**config.mk**
```make
export PLATFORM = sky130hd
export DESIGN_NAME = fifo_sample_player
export DESIGN_NICKNAME = d
export VERILOG_FILES = /design/src/rtl/ocra_stream_pkg.sv /design/src/rtl/sample_skid_buffer.sv /design/src/rtl/fifo_sample_player.sv
export SDC_FILE = /design/constraint.sdc
export NUM_CORES = 1
export LEC_CHECK = 0
export ABC_AREA = 1
export BUFFER_PORTS_ARGS = -buffer_cell sky130_fd_sc_hd__buf_2
export CAP_MARGIN = 0
export CORE_UTILIZATION = 35
export DETAILED_ROUTE_END_ITERATION = 16
export SYNTH_ARGS = -nofsm -noshare
export SYNTH_HDL_FRONTEND = slang
export SYNTH_SLANG_ARGS = --single-unit
```
**constraint.sdc**
```tcl
create_clock -name clk -period 2.59 [get_ports clk]
set_input_delay 0.3885 -clock clk [delete_from_list [all_inputs] [get_ports clk]]
set_output_delay 0.3885 -clock clk [all_outputs]
set_load 0.01 [all_outputs]
```
**src/rtl/ocra_stream_pkg.sv**
```systemverilog
// Shared definitions for the sample-streaming read path: player FSM encoding and default widths.
package ocra_stream_pkg;

  localparam int DATA_WIDTH = 16;
  localparam int DIV_WIDTH  = 16;

  typedef enum logic [1:0] {
    ST_IDLE  = 2'd0,
    ST_PRIME = 2'd1,
    ST_RUN   = 2'd2
  } player_state_e;

endpackage

```
**src/rtl/sample_skid_buffer.sv**
```systemverilog
// Small synchronous prefetch FIFO between the dual-clock sample FIFO and the fixed-rate player.
// Flush has priority over push/pop; a push into a full buffer is accepted only alongside a pop.
module sample_skid_buffer #(
  parameter int DATA_WIDTH = 16,
  parameter int BUF_DEPTH  = 4
) (
  input  logic                         clk,
  input  logic                         rst_n,
  input  logic                         flush,
  input  logic                         push,
  input  logic [DATA_WIDTH-1:0]        push_data,
  input  logic                         pop,
  output logic [DATA_WIDTH-1:0]        head,
  output logic [$clog2(BUF_DEPTH):0]   occ
);

  localparam int PTR_W = $clog2(BUF_DEPTH);
  localparam int OCC_W = PTR_W + 1;
  localparam logic [OCC_W-1:0] DEPTH_OCC = OCC_W'(BUF_DEPTH);
  localparam logic [OCC_W-1:0] OCC_ONE   = OCC_W'(1);
  localparam logic [PTR_W-1:0] PTR_ONE   = PTR_W'(1);

  logic [DATA_WIDTH-1:0] mem_r [BUF_DEPTH];
  logic [PTR_W-1:0]      wr_ptr_r;
  logic [PTR_W-1:0]      rd_ptr_r;
  logic [OCC_W-1:0]      occ_r;
  logic                  pop_ok_s;
  logic                  push_ok_s;

  // Accept gating: never pop empty, never overwrite unread data.
  always_comb begin
    pop_ok_s  = pop & (occ_r != {OCC_W{1'b0}});
    push_ok_s = push & ((occ_r != DEPTH_OCC) | pop_ok_s);
  end

  // Storage, pointers and occupancy.
  always_ff @(posedge clk or negedge rst_n) begin
    if (!rst_n) begin
      for (int i = 0; i < BUF_DEPTH; i++) begin
        mem_r[i] <= {DATA_WIDTH{1'b0}};
      end
      wr_ptr_r <= {PTR_W{1'b0}};
      rd_ptr_r <= {PTR_W{1'b0}};
      occ_r    <= {OCC_W{1'b0}};
    end else if (flush) begin
      wr_ptr_r <= {PTR_W{1'b0}};
      rd_ptr_r <= {PTR_W{1'b0}};
      occ_r    <= {OCC_W{1'b0}};
    end else begin
      if (push_ok_s) begin
        mem_r[wr_ptr_r] <= push_data;
        wr_ptr_r        <= wr_ptr_r + PTR_ONE;
      end
      if (pop_ok_s) begin
        rd_ptr_r <= rd_ptr_r + PTR_ONE;
      end
      case ({push_ok_s, pop_ok_s})
        2'b10:   occ_r <= occ_r + OCC_ONE;
        2'b01:   occ_r <= occ_r - OCC_ONE;
        default: occ_r <= occ_r;
      endcase
    end
  end

  assign head = mem_r[rd_ptr_r];
  assign occ  = occ_r;

endmodule

```
**src/rtl/fifo_sample_player.sv**
```systemverilog
// Read-side player: prefetches from the sample FIFO and replays words at one strobe per interval+1 clocks.
// Build option SAMPLE_PLAYER_UNDERRUN_HALT_EN: an underrun tick returns the player to IDLE.
module fifo_sample_player #(
  parameter int DATA_WIDTH = ocra_stream_pkg::DATA_WIDTH,
  parameter int DIV_WIDTH  = ocra_stream_pkg::DIV_WIDTH,
  parameter int BUF_DEPTH  = 4,
  parameter int CNT_WIDTH  = 32
) (
  input  logic                  clk,
  input  logic                  rst_n,
  input  logic                  start,
  input  logic                  stop,
  input  logic [DIV_WIDTH-1:0]  interval,
  output logic                  fifo_rd_en,
  input  logic [DATA_WIDTH-1:0] fifo_rd_data,
  input  logic                  fifo_rd_valid,
  input  logic                  fifo_empty,
  output logic [DATA_WIDTH-1:0] dout,
  output logic                  dout_strobe,
  output logic                  busy,
  output logic                  underrun,
  output logic [CNT_WIDTH-1:0]  sample_count
);

  import ocra_stream_pkg::*;

  localparam int OCC_W = $clog2(BUF_DEPTH) + 1;
  localparam logic [OCC_W-1:0]     DEPTH_OCC = OCC_W'(BUF_DEPTH);
  localparam logic [OCC_W-1:0]     OCC_ONE   = OCC_W'(1);
  localparam logic [DIV_WIDTH-1:0] DIV_ONE   = DIV_WIDTH'(1);
  localparam logic [CNT_WIDTH-1:0] CNT_ONE   = CNT_WIDTH'(1);

  player_state_e         state_r;
  player_state_e         state_nxt_s;
  logic [DIV_WIDTH-1:0]  interval_r;
  logic [DIV_WIDTH-1:0]  div_cnt_r;
  logic [OCC_W-1:0]      occ_s;
  logic [OCC_W-1:0]      inflight_r;
  logic [OCC_W:0]        pending_s;
  logic [DATA_WIDTH-1:0] head_s;
  logic                  busy_s;
  logic                  start_ok_s;
  logic                  tick_s;
  logic                  pop_s;
  logic                  push_s;
  logic                  flush_s;
  logic                  underrun_tick_s;
  logic                  halt_s;

`ifdef SAMPLE_PLAYER_UNDERRUN_HALT_EN
  assign halt_s = underrun_tick_s;
`else
  assign halt_s = 1'b0;
`endif

  // Control decode; stop masks both start and the sample tick.
  always_comb begin
    busy_s          = (state_r != ST_IDLE);
    start_ok_s      = start & ~stop & (state_r == ST_IDLE);
    tick_s          = (state_r == ST_RUN) & (div_cnt_r == {DIV_WIDTH{1'b0}}) & ~stop;
    pop_s           = tick_s & (occ_s != {OCC_W{1'b0}});
    underrun_tick_s = tick_s & (occ_s == {OCC_W{1'b0}});
    flush_s         = stop | halt_s;
    push_s          = fifo_rd_valid & busy_s & ~flush_s;
    pending_s       = {1'b0, occ_s} + {1'b0, inflight_r};
  end

  assign busy       = busy_s;
  assign fifo_rd_en = busy_s & ~fifo_empty & (pending_s < {1'b0, DEPTH_OCC});

  sample_skid_buffer #(
    .DATA_WIDTH (DATA_WIDTH),
    .BUF_DEPTH  (BUF_DEPTH)
  ) u_buf (
    .clk       (clk),
    .rst_n     (rst_n),
    .flush     (flush_s),
    .push      (push_s),
    .push_data (fifo_rd_data),
    .pop       (pop_s),
    .head      (head_s),
    .occ       (occ_s)
  );

  // Next-state logic.
  always_comb begin
    state_nxt_s = state_r;
    case (state_r)
      ST_IDLE: begin
        if (start_ok_s) state_nxt_s = ST_PRIME;
        else            state_nxt_s = ST_IDLE;
      end
      ST_PRIME: begin
        if (stop)                    state_nxt_s = ST_IDLE;
        else if (occ_s == DEPTH_OCC) state_nxt_s = ST_RUN;
        else                         state_nxt_s = ST_PRIME;
      end
      ST_RUN: begin
        if (stop | halt_s) state_nxt_s = ST_IDLE;
        else               state_nxt_s = ST_RUN;
      end
      default: state_nxt_s = ST_IDLE;
    endcase
  end

  // State register.
  always_ff @(posedge clk or negedge rst_n) begin
    if (!rst_n) state_r <= ST_IDLE;
    else        state_r <= state_nxt_s;
  end

  // Reads still in flight survive a stop; their data is dropped on arrival while IDLE.
  always_ff @(posedge clk or negedge rst_n) begin
    if (!rst_n) begin
      inflight_r <= {OCC_W{1'b0}};
    end else begin
      case ({fifo_rd_en, fifo_rd_valid & (inflight_r != {OCC_W{1'b0}})})
        2'b10:   inflight_r <= inflight_r + OCC_ONE;
        2'b01:   inflight_r <= inflight_r - OCC_ONE;
        default: inflight_r <= inflight_r;
      endcase
    end
  end

  // Interval latch and sample-rate divider, loaded on RUN entry.
  always_ff @(posedge clk or negedge rst_n) begin
    if (!rst_n) begin
      interval_r <= {DIV_WIDTH{1'b0}};
      div_cnt_r  <= {DIV_WIDTH{1'b0}};
    end else begin
      if (start_ok_s) interval_r <= interval;
      if ((state_r == ST_PRIME) && (state_nxt_s == ST_RUN)) begin
        div_cnt_r <= interval_r;
      end else if (state_r == ST_RUN) begin
        if (div_cnt_r == {DIV_WIDTH{1'b0}}) div_cnt_r <= interval_r;
        else                                div_cnt_r <= div_cnt_r - DIV_ONE;
      end else begin
        div_cnt_r <= div_cnt_r;
      end
    end
  end

  // Sample output, strobe and status registers.
  always_ff @(posedge clk or negedge rst_n) begin
    if (!rst_n) begin
      dout         <= {DATA_WIDTH{1'b0}};
      dout_strobe  <= 1'b0;
      underrun     <= 1'b0;
      sample_count <= {CNT_WIDTH{1'b0}};
    end else begin
      dout_strobe <= pop_s;
      if (pop_s) dout <= head_s;
      if (start_ok_s)           underrun <= 1'b0;
      else if (underrun_tick_s) underrun <= 1'b1;
      if (start_ok_s)  sample_count <= {CNT_WIDTH{1'b0}};
      else if (pop_s)  sample_count <= sample_count + CNT_ONE;
    end
  end

endmodule

```
======== Yosys cells after proc, flatten, opt, wreduce, memory -nomap -nowiden ========
Cells that the tools add are included.
word-level totals
  bits in registers ....................... 158
  input bits .............................. 38
  output and inout port bits .............. 52
  word-level logic and storage cells ...... 96
operators by class
  $add $sub $neg .......................... 9
  magnitude comparators ................... 4
  equality and inequality tests ........... 9
  multiplexer cells ....................... 25
  bitwise logic cells ..................... 18
  reductions and logical operators ........ 16
operator list
  operator                                                                       number
  16-bit 2-to-1 mux                                                              6
  64-bit bitwise mux                                                             1
  32-bit 2-to-1 mux                                                              2
  32-bit by 1-bit adder with 32-bit output (second input constant)               1
  16-bit binary-select mux with 2-bit select                                     1
  16-bit demux with 2-bit select                                                 1
  16-bit logical NOT                                                             1
  16-bit by 1-bit subtractor with 16-bit output (second input constant)          1
  2-bit 2-to-1 mux                                                               7
  2-bit nonzero test                                                             7
  1-bit bitwise AND                                                              13
  3-bit one-hot mux with 2 select lines                                          2
  3-bit nonzero test                                                             3
  2-bit equality test (second input constant)                                    4
  3-bit by 1-bit adder with 3-bit output (second input constant)                 2
  2-bit by 1-bit equality test with 1-bit output (second input constant)         3
  3-bit greater-or-equal comparator (second input constant)                      2
  2-bit inverter with 3-bit output                                               2
  2-bit one-hot mux with 3 select lines                                          1
  3-bit by 1-bit subtractor with 3-bit output (second input constant)            2
  2-bit by 1-bit adder with 2-bit output (second input constant)                 2
  3-bit by 3-bit adder with 4-bit output                                         1
  4-bit by 3-bit less-than comparator with 1-bit output (second input constant)  1
  3-bit equality test (second input constant)                                    1
  10 further kinds                                                               14

======== Depth between registers and ports, before layout ========
  word-level depth ........................ 10
  gate-level depth with buffers ........... 13
  depth with buffers taken out ............ 13

======== Cells and area by module ========
Synthesis repeated with hierarchy kept, for this count alone.
unflattened totals
  cell total of the unflattened synthesis .. 1087
  area total of the unflattened synthesis .. 8524.4 µm²
modules (own cells, without submodules)
  module              instances  cells an instance  area each (µm²)  seq. area each (µm²)
  fifo_sample_player  1          718                5185.0           2177.1
  sample_skid_buffer  1          369                3339.5           1776.7

======== Least setup slack after synthesis ========
Ideal clock, no wire load.
  path kind ............................... reg-to-reg
  start point ............................. register u_buf.occ_r[1] (netlist: u_buf.occ[1])
  end point ............................... register inflight_r[1]
  library setup time ...................... 0.083 ns
  data arrival time ....................... 2.172 ns
  data required time ...................... 2.507 ns
  path slack .............................. 0.335 ns
  stages on the path, launching flop included .. 10
  path buffers ............................ 0
  clock period less this slack ............ 2.255 ns
  path through ............................ dfrtp_1 > ha_1 > nand3_1 > nand2_1 > nor4_1 > inv_1 > ha_1 > inv_1 > fa_1 > o21ai_0
between the ends
  word-level cells in the longest chain between the ends .. 5
  elaborated cells on any way between the ends .. 7
  classes of those cells .................. add/sub: 1; order compare: 1; eq/ne: 2; mux: 1; bitwise: 1; reduce/logical: 1
RTL lines
  what                                                                                          line                       source
  start, declared                                                                               sample_skid_buffer.sv:26   logic [OCC_W-1:0] occ_r;
  start signal, assigned                                                                        sample_skid_buffer.sv:44   occ_r <= {OCC_W{1'b0}};
  start signal, assigned                                                                        sample_skid_buffer.sv:48   occ_r <= {OCC_W{1'b0}};
  start signal, assigned                                                                        sample_skid_buffer.sv:58   2'b10: occ_r <= occ_r + OCC_ONE;
  3-bit by 3-bit adder with 4-bit output *                                                      fifo_sample_player.sv:65   pending_s = {1'b0, occ_s} + {1'b0, inflight_r};
  4-bit by 3-bit less-than comparator with 1-bit output *                                       fifo_sample_player.sv:69   assign fifo_rd_en = busy_s & ~fifo_empty & (pending_s < {1'b0, DEPTH_OCC});
  1-bit bitwise AND *                                                                           fifo_sample_player.sv:69
  named net fifo_rd_en                                                                          fifo_sample_player.sv:14   output logic fifo_rd_en,
  2-bit by 1-bit equality test with 1-bit output / 2-bit equality test (equally long branches)  fifo_sample_player.sv:117  case ({fifo_rd_en, fifo_rd_valid & (inflight_r != {OCC_W{1'b0}})})
  3-bit one-hot mux with 2 select lines / 2-bit nonzero test (equally long branches)            -
  end signal, assigned                                                                          fifo_sample_player.sv:118  2'b10: inflight_r <= inflight_r + OCC_ONE;
  end signal, assigned                                                                          fifo_sample_player.sv:119  2'b01: inflight_r <= inflight_r - OCC_ONE;
  end signal, assigned                                                                          fifo_sample_player.sv:120  default: inflight_r <= inflight_r;
  end, declared                                                                                 fifo_sample_player.sv:38   logic [OCC_W-1:0] inflight_r;
Mark *: on every way through the listed nets, which the timed path passes. The rest lies on a longest branch.
A chain may end at the register's enable or synchronous reset.

======== Final worst setup path ========
  start point ............................. register u_buf.occ_r[1] (netlist: u_buf.occ[1])
  end point ............................... output port fifo_rd_en
between the ends
  word-level cells in the longest chain between the ends .. 3
RTL lines
  what                                                   line
  3-bit by 3-bit adder with 4-bit output                 fifo_sample_player.sv:65
  4-bit by 3-bit less-than comparator with 1-bit output  fifo_sample_player.sv:69
  1-bit bitwise AND                                      fifo_sample_player.sv:69
  end, declared                                          fifo_sample_player.sv:14
Every way passes these cells.

==> flow_summary.yaml <==
clock_tree:
  post_cts.repair.setup_buffers: 0
  cts_buffers: 17
  clk_pin_slew_ns: 0.07
  ctsHoldBuffers: 1
  cts_resized: 0
  htreeDepth: 4
  root_buffer: "clkbuf_16"
  cts_tree: "yes"
  cts_max_path_buffers: 2
  clk_latency_ns: 0.44
  cts.sinks: 158
layout:
  fin_util: 0.417
  fin_area_um2: 9520
  fin_cells: 1436
  n_antenna_cell: 0
  layout_commonest_cell: "nand2_1"
  drive_above_1_share: 0.172
  fill_cells: 2386
  areaGrowthSynthToFinish_pct: 15.5
  nets: 1160
  ff_latch_area_um2: 3950
  final_cell_mix: "nand2_1 (262), dfrtp_1 (158), nor2_1 (102), inv_1 (101), buf_2 (88)"
  multiInputGateArea_um2: 3580
synth:
  postSynthCellCount: 1026
  synth_top_family_by_area: "simple AND/OR/NAND/NOR gates"
  synth_compound_area_frac: 0.147
  synth_edf_count: 0
  synth-simple-area-share: 0.253
  synth.top_cell.area_share: 0.480
  synth.avg_cell_area_um2: 8.04
  synth.net_count: 1076
  yosysWarningCount: 0
  ys_seq_elements: 158
  synth_ff_type: "dfrtp_1"
  async_flop_share: 1.00
  synth_cell_types: 39
  synth.cell_area_um2: 8250
  synth_area_leaders: "dfrtp_1 (48%), nand2_1 (12%), nor2_1 (4.6%)"
  synth_fa_ha_area_frac: 0.0200
  synthMuxAreaShare: 0
  yosysTopAreaCell: "dfrtp_1"
  yosysSeqAreaShare: 0.480
  synth-xor-area-share: 0.0138
timing:
  rsz0062_at_grt: "no"
  clock.fmax_ghz: 0.459
  tightest_slew_ns: 0.529
  fin_tns_setup_ns: 0
  clock_skew_ns: 0.0107
  setup_viol: 0
  slew_headroom: 0.647
  hold_viol_final: 0
  fin_crit_ns: 2.18
  slew_violations: 0
  layout_setup_ws_ns: 0.413
  fin_crit_sh: 0.840
placement:
  numPortBuffers: 89
  place_area_um2: 8930
  dp.cells: 1403
  place_congestion: 0.928
  pre_cts_ws_ns: 0.415
  dp_hpwl_mm: 13.7
job:
  maxCapViolations: 0
drt:
  wl_per_cell_um: 14.1
  drtIter0Drc: 506
  drtPass1Iterations: 5
  antenna_left: 0
  via_count: 6956
  wirelength_mm: 20.3
  viasPerCell: 4.84
  drc: 0
power:
  power_leakage_nw: 4.66
  p_sw_frac: 0.310
  peakVddDrop_mv: 0.408
  p_switching_w: 0.00202
  p_seq_frac: 0.464
  pwr-share-comb: 0.152
  cell_internal_pwr_w: 0.00449
  powerDensity_nw_per_um2: 684
  power.share.clock: 0.384
worst_hold_path:
  min_from: "interval[14]"
  min_path_type: "in2reg"
  holdPathEnd: "interval_r[14]$_DFFE_PN0P_"
  holdPathStages: 3
floorplan:
  die-area_um2: 24200
  core_um2: 22800
  rows: 55
  chipHeight_um: 155
  fp.dieW_um: 155
  io_pins: 90
  start_util: 0.361
global_route:
  grt_pass1_vias: 6692
  grt_usage: 0.179
  grt_pass1_wl_mm: 34.2
  grt_overflow: 0
  antenna_found_initial: 0
  grt_start_max_net_pins: 56
worst_setup_path:
  cp-end-kind: "primary output"
  critPathArrivalTime_ns: 1.79
  reg2reg_to: "inflight_r[1]$_DFFE_PN0P_"
  reg2reg_depth: 9
  worstSetupStartpointType: "register"
  crit_fanout: 5
  path_class: "reg2out"
  r2r_slack_ns: 0.43
  timing.rr.start: "u_buf.occ[1]$_DFFE_PN0P_"
  required_ns: 2.20
outcome:
  status: "finished clean"
-- cell usage after synthesis (all sizes together), types with 10 or more instances --
cell    instances
buf            27
nand2         270
inv           107
nor2          112
ha             10
a21oi          13
o221ai         16
dfrtp         158
clkbuf         12
o21ai         173
nor3           28
nand3          63
-- per-layer routing --
metal / vias to the layer above / part of all wire / global-route usage
met5: - / 0 / 0
met4: 0 / 0.013 / 0.0476
met3: 20 / 0.039 / 0.0348
met2: 153 / 0.47 / 0.286
met1: 3270 / 0.48 / 0.246
li1: 3513 / - / -
-- stage by stage --
stage / power [W] / hold WS, ns
final: 0.00651 / 0.145
after global routing: 0.00689 / 0.154
after CTS: 0.00658 / 0.127
after detailed placement: 0.00407 / 0.393
after global placement: 0.00403 / 0.396
after floorplan: 0.00378 / 0.0929
-- power by group through the flow --
stage / sequential, W / clock, W / combinational [W]
detailed placement: 0.00306 / 0 / 0.00100
global route: 0.00307 / 0.00264 / 0.00118
CTS: 0.00302 / 0.00255 / 0.00101
floorplan: 0.00302 / 0 / 0.000767
finish: 0.00302 / 0.00250 / 0.000991
global placement: 0.00306 / 0 / 0.000977
-- how the worst max path moves through the flow --
| stage | start | endpoint | slack [ns] | cells past startpoint |
|---|---|---|---|---|
| final | u_buf.occ[1]$_DFFE_PN0P_ | fifo_rd_en | 0.41 | 5 |
| after global routing | u_buf.occ[1]$_DFFE_PN0P_ | inflight_r[1]$_DFFE_PN0P_ | 0.19 | 9 |
| after CTS | u_buf.occ[1]$_DFFE_PN0P_ | fifo_rd_en | 0.35 | 5 |
| after detailed placement | u_buf.occ[1]$_DFFE_PN0P_ | inflight_r[1]$_DFFE_PN0P_ | 0.42 | 9 |
| after global placement | u_buf.occ[1]$_DFFE_PN0P_ | inflight_r[1]$_DFFE_PN0P_ | 0.49 | 9 |
| after floorplan | u_buf.occ[1]$_DFFE_PN0P_ | inflight_r[1]$_DFFE_PN0P_ | 0.34 | 9 |
-- flip-flops by register name, indices dropped and copies added, names as in the netlist --
signal          cells
inflight_r          3
dout               16
u_buf.occ           3
sample_count       32
dout_strobe         1
div_cnt_r          16
u_buf.wr_ptr_r      2
u_buf.mem_r        64
interval_r         16
u_buf.rd_ptr_r      2
state_r             2
underrun            1
-- final cells by class --
class / instances / area share
clock buffers: 17 / 0.0447
clock inverters: 15 / 0.0168
inverters: 109 / 0.0438
multi-input cells: 720 / 0.376
flip-flops and latches: 158 / 0.415
well taps: 313 / 0.0411
repair buffers: 104 / 0.0621
-- logic make-up after synthesis --
| logic type | count (synthesis) |
|---|---|
| and+or+nand+nor | 485 |
| AOI/OAI and AO/OA | 210 |
| DFF | 158 |
| buffers and inverters | 148 |
| xor gates and xnor gates | 13 |
| adders and majority gates | 12 |
-- worst max-delay path, cell delays in order (launching register included) --
cell	delay (ns)
dfrtp_1	0.45
ha_1	0.31
nand3_1	0.08
nand2_1	0.05
nor4_1	0.26
buf_2	0.20
Note: power is estimated with default switching activity, not from simulation.
